## src/rtl/prog_loader.sv

```systemverilog
// prog_loader: byte-serial host loader packing little-endian bytes into an instruction RAM
// with a combinational core fetch port; the core is held in reset until a session ends.
module prog_loader #(
  parameter int ADDR_BITS = 4
) (
  input  logic                 clk,
  input  logic                 rst_n,
  input  logic                 ld_en_i,
  input  logic                 ld_valid_i,
  input  logic [7:0]           ld_data_i,
  output logic                 ld_ready_o,
  input  logic [ADDR_BITS-1:0] core_addr_i,
  output logic [31:0]          core_data_o,
  output logic                 core_reset_o,
  output logic                 ld_done_o,
  output logic                 ld_err_o,
  output logic [ADDR_BITS:0]   word_count_o
);
  localparam logic [1:0] S_IDLE = 2'd0;
  localparam logic [1:0] S_LOAD = 2'd1;
  localparam logic [1:0] S_FULL = 2'd2;
  localparam logic [1:0] S_RUN  = 2'd3;
  localparam logic [ADDR_BITS:0] FULL_CNT = (ADDR_BITS+1)'(1 << ADDR_BITS);
  logic [1:0]           state_q, state_d;
  logic [1:0]           byte_cnt_q, byte_cnt_d;
  logic [ADDR_BITS-1:0] wr_ptr_q, wr_ptr_d;
  logic [ADDR_BITS:0]   word_count_q, word_count_d;
  logic [23:0]          shift_q, shift_d;
  logic                 core_reset_q, core_reset_d;
  logic                 ld_done_q, ld_done_d;
  logic                 ld_err_q, ld_err_d;
  logic                 we;
  logic                 start;
  logic [31:0]          mem [1 << ADDR_BITS];

  assign ld_ready_o   = (state_q == S_LOAD) && ld_en_i;
  assign core_reset_o = core_reset_q;
  assign ld_done_o    = ld_done_q;
  assign ld_err_o     = ld_err_q;
  assign word_count_o = word_count_q;
  // Only words written in this session are fetchable; everything else reads as a NOP.
  assign core_data_o  = ({1'b0, core_addr_i} < word_count_q) ? mem[core_addr_i] : 32'h0000_0013;
  assign start        = ld_en_i && (state_q == S_IDLE || state_q == S_RUN);

  always_comb begin
    state_d      = state_q;
    byte_cnt_d   = byte_cnt_q;
    wr_ptr_d     = wr_ptr_q;
    word_count_d = word_count_q;
    shift_d      = shift_q;
    core_reset_d = core_reset_q;
    ld_done_d    = ld_done_q;
    ld_err_d     = ld_err_q;
    we           = 1'b0;
    case (state_q)
      S_LOAD: begin
        if (!ld_en_i) begin
          state_d      = S_RUN;
          ld_err_d     = byte_cnt_q != 2'd0;
          byte_cnt_d   = 2'd0;
          core_reset_d = 1'b0;
          ld_done_d    = 1'b1;
        end else if (ld_valid_i) begin
          if (byte_cnt_q == 2'd3) begin
            we           = 1'b1;
            wr_ptr_d     = wr_ptr_q + 1'b1;
            word_count_d = word_count_q + 1'b1;
            byte_cnt_d   = 2'd0;
            state_d      = (word_count_d == FULL_CNT) ? S_FULL : S_LOAD;
          end else begin
            shift_d[8*byte_cnt_q +: 8] = ld_data_i;
            byte_cnt_d                 = byte_cnt_q + 2'd1;
          end
        end
      end
      S_FULL: begin
        if (!ld_en_i) begin
          state_d      = S_RUN;
          core_reset_d = 1'b0;
          ld_done_d    = 1'b1;
        end
      end
      default: ;
    endcase
    if (start) begin
      state_d      = S_LOAD;
      byte_cnt_d   = 2'd0;
      wr_ptr_d     = '0;
      word_count_d = '0;
      shift_d      = '0;
      core_reset_d = 1'b1;
      ld_done_d    = 1'b0;
      ld_err_d     = 1'b0;
    end
  end

  always_ff @(posedge clk or negedge rst_n) begin
    if (!rst_n) begin
      state_q      <= S_IDLE;
      byte_cnt_q   <= 2'd0;
      wr_ptr_q     <= '0;
      word_count_q <= '0;
      shift_q      <= '0;
      core_reset_q <= 1'b1;
      ld_done_q    <= 1'b0;
      ld_err_q     <= 1'b0;
    end else begin
      state_q      <= state_d;
      byte_cnt_q   <= byte_cnt_d;
      wr_ptr_q     <= wr_ptr_d;
      word_count_q <= word_count_d;
      shift_q      <= shift_d;
      core_reset_q <= core_reset_d;
      ld_done_q    <= ld_done_d;
      ld_err_q     <= ld_err_d;
    end
  end

  always_ff @(posedge clk) begin
    if (we) mem[wr_ptr_q] <= {ld_data_i, shift_q};
  end
endmodule

```

## config.mk

```make
export PLATFORM = sky130hd
export DESIGN_NAME = prog_loader
export DESIGN_NICKNAME = d
export VERILOG_FILES = /design/src/rtl/prog_loader.sv
export SDC_FILE = /design/constraint.sdc
export NUM_CORES = 1
export LEC_CHECK = 0
export CAP_MARGIN = 15
export CORE_UTILIZATION = 61
export CTS_CLUSTER_DIAMETER = 40
export CTS_CLUSTER_SIZE = 10
export DETAILED_ROUTE_END_ITERATION = 10
export GPL_ROUTABILITY_DRIVEN = 0
export GPL_TIMING_DRIVEN = 1
export PLACE_DENSITY = 0.79
export SKIP_LAST_GASP = 1
export SLEW_MARGIN = 20
export SYNTH_ARGS = -nofsm -noshare
export SYNTH_HDL_FRONTEND = slang
export SYNTH_SLANG_ARGS = --single-unit
export TNS_END_PERCENT = 30
```

## constraint.sdc

```tcl
create_clock -name clk -period 3.9 [get_ports clk]
set_input_delay 0.585 -clock clk [delete_from_list [all_inputs] [get_ports clk]]
set_output_delay 0.585 -clock clk [all_outputs]
set_load 0.1 [all_outputs]
```

=== Word-level counts from Yosys, hierarchy flattened ===
Memory sizes are Yosys's and may differ from the RTL's.
Cells that the tools add are included.

* Register bits: 40
* Bits in latches: 0
* RAM bits: 512
* Bits in read-only memories: 0
* Input bits: 16
* Output and inout bits: 41
* Memories kept: 1

* Add/sub/neg operators: 4
* Multipliers: 0
* Divide/modulo/power cells: 0
* Order comparisons: 1
* Equal/unequal tests: 11
* Shifts and indexed selects: 2
* Muxes and demuxes: 44
* Bitwise gates (word level): 0
* Reduce and logical (&&, ||, !) cells: 18

{| class="wikitable"
|+ Memory list
! name !! words !! width !! rd ports !! clocked after Yosys merged registers in !! write ports !! RTL line !! text
|-
| mem || 16 || 32 || 1 || 0 || 1 || 34 || <nowiki>logic [31:0] mem [1 << ADDR_BITS];</nowiki>
|}

{| class="wikitable"
|+ Operators by type and width
! kind !! count
|-
| $mux 24 || 5
|-
| $neg 5->34 || 1
|-
| $shift 8x34->24 const A || 1
|-
| $shiftx 8x34->24 || 1
|-
| $mux 32 || 1
|-
| $mux 5 || 5
|-
| $bwmux 24 || 1
|-
| $mux 2 || 11
|-
| $mux 4 || 5
|-
| $mux 1 || 15
|-
| $reduce_and 4->1 || 3
|-
| $reduce_bool 2->1 || 6
|-
| $eq 2x2->1 const B || 3
|-
| $reduce_and 2->1 || 3
|-
| $add 5x1->5 const B || 1
|-
| $eq 5x5->1 const B || 1
|-
| $lt 4x5->1 || 1
|-
| $add 4x1->4 const B || 1
|-
| $ne 4x3->1 const B || 1
|-
| $ne 4x4->1 const B || 1
|-
| $pmux 2 s2 || 1
|-
| $ne 3x1->1 const B || 1
|-
| $ne 3x3->1 const B || 1
|-
| $reduce_bool 3->1 || 1
|-
| other kinds (8) || 9
|}

=== Logic depth before layout (Yosys ltp) ===
Gate-level depths: netlist of the first run.

* Word-level depth: 8
* Depth in mapped cells: 9
* Depth with buffers taken out: 7

=== Worst setup path after synthesis of the first run ===
Ideal clock, no wire load.

* Kind: register to output
* From: reg word_count_q[1], in the netlist word_count_o[1]
* To: out core_data_o[30]
* Arrival: 4,284 ps
* Data required time: 3,315 ps
* Path slack: -969 ps
* Cell stages (with the launch flop): 8
* Buffers on the path: 1
* Path through: dfrtp_1 inv_1 ha_1 a21o_1 a211oi_1 nor3_1 clkbuf_1 a211oi_1

* Word-level cells in the longest chain between the ends: 2

{| class="wikitable"
|+ RTL lines
! what !! RTL line !! text
|-
| start: declaration || 27 || <nowiki>logic [ADDR_BITS:0] word_count_q, word_count_d;</nowiki>
|-
| start signal: assignment || 111 || <nowiki>word_count_q <= word_count_d;</nowiki>
|-
| $lt 4x5->1 || 42 || <nowiki>assign core_data_o = ({1'b0, core_addr_i} < word_count_q) ? mem[core_addr_i] : 32'h0000_0013;</nowiki>
|-
| $mux 32 || 42 ||
|-
| end: declaration || 13 || <nowiki>output logic [31:0] core_data_o,</nowiki>
|}

No other way between the ends.

=== Final worst setup path of the first run ===
* From: in core_addr_i[1]
* To: out core_data_o[27]

* Word-level cells in the longest chain between the ends: 2

{| class="wikitable"
|+ RTL lines
! what !! RTL line !! text
|-
| start: declaration || 12 || <nowiki>input logic [ADDR_BITS-1:0] core_addr_i,</nowiki>
|-
| $mem_v2 16x32 or $lt 4x5->1 (tied branches) || - ||
|-
| $mux 32 * || 42 ||
|}

Every way passes the cells marked *; elsewhere a longest branch is shown, timed or not.

==> key figures, run 1 <==
Outcome
  – Outcome: finished clean

Cells and area
  – Post-layout nets: roughly 1200
  – Final core utilization: between 70 and 80%
  – Area delta synth->final: 17.6%
  – Commonest non-fill, non-tap cell in the layout: edfxtp_1
  – Final instance count without filler cells: roughly 1600
  – Share of cells above drive strength 1: about a quarter
  – Most frequent cells in the layout: edfxtp_1, mux4_2, clkbuf_16, a22oi_1, nand2_1
  – N_diodes: 0

Die
  – Die Footprint: ~0.036 mm^2
  – Initial Utilization: 62.0%
  – Die Span X: ~190 um
  – I/O pin total: between 50 and 60
  – Core Box Area: between 0.03 and 0.04 mm^2
  – Chip height: between 150 and 200 um
  – Placement Rows: 68

CTS
  – Clock tree sinks: 552
  – Clock Path Buffers: 3
  – Clock transition at the registers of the reported paths: 60 ps
  – H-tree depth: 3
  – Worst skew pair latency: just under 600 ps
  – CTS Buf Count: 67
  – Hold buffer count at CTS: 0
  – Post-cts sizing count: 0
  – Post-CTS Setup Repair Bufs: 0
  – CTS tree: yes
  – Root Buffer: clkbuf_16

Min path
  – Tightest Hold Check Type: input port to asynchronous set/reset pin

Worst setup path
  – Critical path arrival: just under 3000 ps
  – Max FO, Critical Path: 32
  – R2r endpoint: mem[7][7]$_DFFE_PP_
  – Worst reg-to-reg path cell count: 6
  – Crit path kind: input port to output port
  – Critical Path RT: ~3300 ps
  – Reg2reg start: byte_cnt_q[0]$_DFFE_PN0P_
  – Crit start category: input port
  – Critical path capture point type: output port
  – Reg-to-reg setup timing slack: roughly 990 ps

Yosys
  – Netlist cell types: 42
  – Seq/Total Area, Yosys: 76.7%
  – Yosys warnings: 0
  – Mapped Nets: around 1100
  – Ys async rst share: under 10%
  – FF+latch count, synth: between 500 and 600
  – Syn avg cell area: 20.6 um^2
  – Post-synth EDFFs: 512
  – Synth Cell Area: between 0.02 and 0.025 mm^2
  – Post-Syn Instances: slightly above 1000
  – Predominant post-synthesis flop cell: edfxtp_1

Drt
  – Via count: 11037
  – DR iter-0 viols: roughly 1400
  – Number of vias per cell: approximately 6.8
  – DR pass1 iterations: 6
  – Post-route ant nets: 0
  – Total wire length: 49400 um
  – Routed len/inst: 30.3 um
  – Remaining DRCs: 0

Global routing
  – First-pass GRT wire length: between 70000 and 80000 um
  – Vias in the first global route: 11422
  – Antenna violations before repair: 1
  – Largest net degree at the start of global routing: 48
  – GR Util All Layers: a little under 30%
  – Grt ovf: 0

STA
  – Final hold viol count: 0
  – Period utilization: approximately 89%
  – Final Critical Period: roughly 3500 ps
  – Max Fclk: between 200 and 300 MHz
  – Slew of the pin with the lowest slew margin: 983 ps
  – Max-slew violation count: 0
  – Final setup vio count: 0
  – Setup Skew: ~29 ps
  – Relative slew slack: between 30% and 40%
  – RSZ-0062 raised after global routing: no

Placed design
  – Dpl hpwl: 25700 um
  – Dpl cells: 1530
  – Port-buffer cells: 56

Pwr
  – PD cells: roughly 540 mW/mm^2
  – Maximum vdd drop: approximately 520 uV
  – Final Power: ~14000 uW
  – Leak: ~0.0083 uW

Job
  – Max Cap Viol: 0
[cell families after synthesis]
family / count (synthesis) / synth area share [%]
flip-flops: 552 / 76.7
adder cells (fa/ha/maj): 18 / 1.03
XOR/XNOR: 3 / 0.123
multiplexers: 130 / 13.6
AND/OR/NAND/NOR: 123 / 2.81
AO/OA/AOI/OAI: 143 / 4.26
buffers and inverters: 67 / 1.50
[worst max-delay path, cell delays in order]
cell and delay (ps):
clkdlybuf4s50_1 450, buf_4 190, ha_1 250, a21o_1 160
a211oi_1 300, nor3_2 100, buf_12 200, a21oi_1 400
buf_12 240
[registers in the layout, indices dropped and copies added, names as in the netlist]
register	cells
core_reset_o	1
word_count_o	5
mem	512
state_q	2
ld_done_o	1
wr_ptr_q	4
ld_err_o	1
byte_cnt_q	2
shift_q	24
[stage by stage]
step | TNS [ps] | setup WS, ps | hold slack, ps | instance area [um^2]
after detailed placement | 0 | 454 | 529 | 23100
after global routing | 0 | 365 | 47.8 | 25100
final | 0 | 419 | 11.0 | 25100
after CTS | 0 | 446 | 179 | 25100
after floorplan | -6230 | -227 | 289 | 21400
after global placement | 0 | 471 | 532 | 23100
[power breakdown]
part | leakage [uW] | internal (uW) | total [uW] | switching [uW]
clock | 0.000950 | 3420 | 5710 | 2290
sequential | 0.00523 | 6610 | 6770 | 154
combinational | 0.00208 | 368 | 1150 | 779
total | 0.00826 | 10400 | 13600 | 3220
[routing by layer]
| layer | wire length [um] | global-route usage, % | part of all wire, % |
|---|---|---|---|
| met5 | 11 | 0 | 0.022 |
| met4 | 1280 | 9.52 | 2.6 |
| met3 | 5500 | 7.01 | 11 |
| met2 | 24200 | 45.1 | 49 |
| met1 | 18300 | 40.7 | 37 |
[worst max-delay path by stage]
stage | startpoint | end | slack [ps]
after CTS | core_addr_i[1] | core_data_o[27] | 450
after global placement | core_addr_i[1] | core_data_o[27] | 470
after floorplan | word_count_o[1]$_DFFE_PN0P_ | core_data_o[2] | -230
after detailed placement | core_addr_i[1] | core_data_o[27] | 450
final | core_addr_i[1] | core_data_o[27] | 420
after global routing | core_addr_i[1] | core_data_o[27] | 370
[layout make-up]
class	instances	area, um^2
Clock buffer	89	1800
Clock inverter	11	169
Fill cell	1861	9350
Inverter	13	48.8
Multi-Input combinational cell	417	4730
Sequential cell	552	16400
Tap cell	455	569
Timing Repair Buffer	93	1420
[Yosys cell counts, drive strengths merged (2+ instances only)]
library cell | count | area, um^2
edfxtp | 512 | 15400
mux4 | 128 | 2880
a22oi | 62 | 465
nand2 | 60 | 225
dfrtp | 39 | 976
o21ai | 37 | 185
clkbuf | 31 | 116
a21oi | 30 | 150
buf | 23 | 155
ha | 16 | 200
nor2 | 15 | 56.3
and2 | 13 | 81.3
inv | 13 | 48.8
and3 | 8 | 50.1
nand3 | 6 | 30.0
a22o | 5 | 43.8
nor2b | 5 | 31.3
a211oi | 3 | 22.5
nand3b | 3 | 22.5
nand4 | 3 | 18.8
nor3 | 3 | 20.0
nor3b | 3 | 22.5
a31oi | 2 | 12.5
maj3 | 2 | 20.0
mux2i | 2 | 20.0
xor2 | 2 | 17.5
(Power assumes the default switching activity.)
==> run 2: changes to the inputs <==
- GPL_ROUTABILITY_DRIVEN: 0 -> default
- MAX_ROUTING_LAYER: default -> met4
- SETUP_SLACK_MARGIN: default -> 0.02
==> key figures, run 2 (synthesis results as in run 1) <==
Outcome
  – Outcome: finished clean

CTS
  – Worst skew pair latency: between 500 and 600 ps
  – Clock Path Buffers: 3
  – Post-CTS Setup Repair Bufs: 0
  – Root Buffer: clkbuf_16
  – Clock transition at the registers of the reported paths: roughly 60 ps
  – CTS Buf Count: 67
  – H-tree depth: 3
  – Clock tree sinks: roughly 550
  – CTS tree: yes
  – Hold buffer count at CTS: 0
  – Post-cts sizing count: 0

Die
  – Placement Rows: 68
  – Die Footprint: approximately 0.036 mm^2
  – Die Span X: ~190 um
  – Initial Utilization: 62.0%
  – Core Box Area: 0.0345 mm^2
  – Chip height: around 190 um
  – I/O pin total: between 50 and 60

Drt
  – Routed len/inst: a little over 30 um
  – DR iter-0 viols: roughly 1500
  – Number of vias per cell: just under 7
  – Remaining DRCs: 0
  – Via count: between 10000 and 15000
  – DR pass1 iterations: 5
  – Total wire length: 49500 um
  – Post-route ant nets: 0

Worst setup path
  – Crit path kind: input port to output port
  – Critical Path RT: 3310 ps
  – Worst reg-to-reg path cell count: 6
  – Critical path capture point type: output port
  – CP top delay family: buffers and inverters
  – Cell repeated most along the worst path: buf_12
  – R2r endpoint: mem[6][7]$_DFFE_PP_
  – Max FO, Critical Path: 32
  – Crit start category: input port
  – Max incr delay on CP: between 400 and 500 ps
  – Reg-to-reg setup timing slack: between 900 and 1000 ps
  – CP max-delay cell: clkdlybuf4s50_1
  – Reg2reg start: byte_cnt_q[0]$_DFFE_PN0P_
  – Buf/Inv on CP: 4
  – Critical path arrival: about 2900 ps
  – Cell Chain, Critical Path: clkdlybuf4s50_1 > buf_4 > ha_1 > a21o_1 > a211oi_1 > nor3_2 > buf_12 > a21oi_1 > buf_12

Global routing
  – GR Util All Layers: just under 30%
  – Largest net degree at the start of global routing: 48
  – First-pass GRT wire length: 73200 um
  – Vias in the first global route: roughly 11000
  – Grt ovf: 0
  – Antenna violations before repair: 1

Placed design
  – Dpl cells: ~1500
  – Dpl hpwl: ~26000 um
  – RePlAce Congestion: between 0.8 and 0.9
  – DP Area: approximately 0.023 mm^2
  – Port-buffer cells: 56
  – Post-place setup slack: about 450 ps

Min path
  – Tightest Hold Check Type: input port to asynchronous set/reset pin

Pwr
  – PD cells: about 540 mW/mm^2
  – Maximum vdd drop: approximately 520 uV
  – Leak: around 0.0083 uW

Cells and area
  – Post-layout nets: 1176
  – Most frequent cells in the layout: edfxtp_1, mux4_2, clkbuf_16, a22oi_1, nand2_1
  – Final core utilization: around 73%
  – Share of cells above drive strength 1: a little over a quarter
  – Area delta synth->final: 17.6%
  – Commonest non-fill, non-tap cell in the layout: edfxtp_1
  – Max reg flops: slightly above 500
  – Design area: 0.0251 mm^2
  – Final instance count without filler cells: ~1600
  – Biggest register: mem

STA
  – Period utilization: 89.6%
  – Relative slew slack: ~34%
  – Slew of the pin with the lowest slew margin: around 990 ps
  – RSZ-0062 raised after global routing: no
  – Final setup vio count: 0
  – Max-slew violation count: 0
  – Max Fclk: 286 MHz
  – Final hold viol count: 0
  – Final Critical Period: 3490 ps
  – Final Worst Setup Slack: ~410 ps
  – Setup Skew: ~31 ps
  – Hold_ws: 10.5 ps

Job
  – Max Cap Viol: 0
-- run 2: cell count changes in the layout (fill, tap and decap cells not counted) --
cell and change:
diode_2 +1
-- run 2: metrics by stage --
stage               setup TNS, ps  total power, uW
global route                    0            13900
CTS                             0            13600
floorplan                   -6230             7590
detailed placement              0             8000
finish                          0            13600
global placement                0             7960
-- run 2: layout make-up --
| class | instances | area [um^2] |
|---|---|---|
| flip-flops and latches | 552 | 16400 |
| fillers | 1860 | 9350 |
| multi-input cells | 417 | 4730 |
| clock buffers | 89 | 1800 |
| repair buffers | 93 | 1420 |
| well taps | 455 | 569 |
| clock inverters | 11 | 169 |
| inverters | 13 | 48.8 |
| diodes | 1 | 2.50 |
-- run 2: routing by layer --
layer	wire, um	track usage [%]	share of wire, %	up-vias
li1	-	-	-	4491
met1	18200	40.4	37	5745
met2	24300	45.2	49	756
met3	5720	7.08	12	99
met4	1320	9.55	2.7	0
met5	0	-	0	-
-- run 2: worst max path at each step --
stage,startpoint,endpoint,slack (ps),cells after the start
floorplan,word_count_o[1]$_DFFE_PN0P_,core_data_o[2],-230,7
global placement,core_addr_i[1],core_data_o[27],470,9
detailed placement,core_addr_i[1],core_data_o[27],450,9
CTS,core_addr_i[1],core_data_o[27],450,9
global route,core_addr_i[1],core_data_o[27],370,9
finish,core_addr_i[1],core_data_o[27],410,9
-- run 2: power by group --
group | internal, uW | switching [uW] | leakage [uW] | total [uW]
sequential | 6610 | 157 | 0.00523 | 6770
combinational | 368 | 780 | 0.00208 | 1150
clock | 3420 | 2290 | 0.000950 | 5710
total | 10400 | 3220 | 0.00826 | 13600
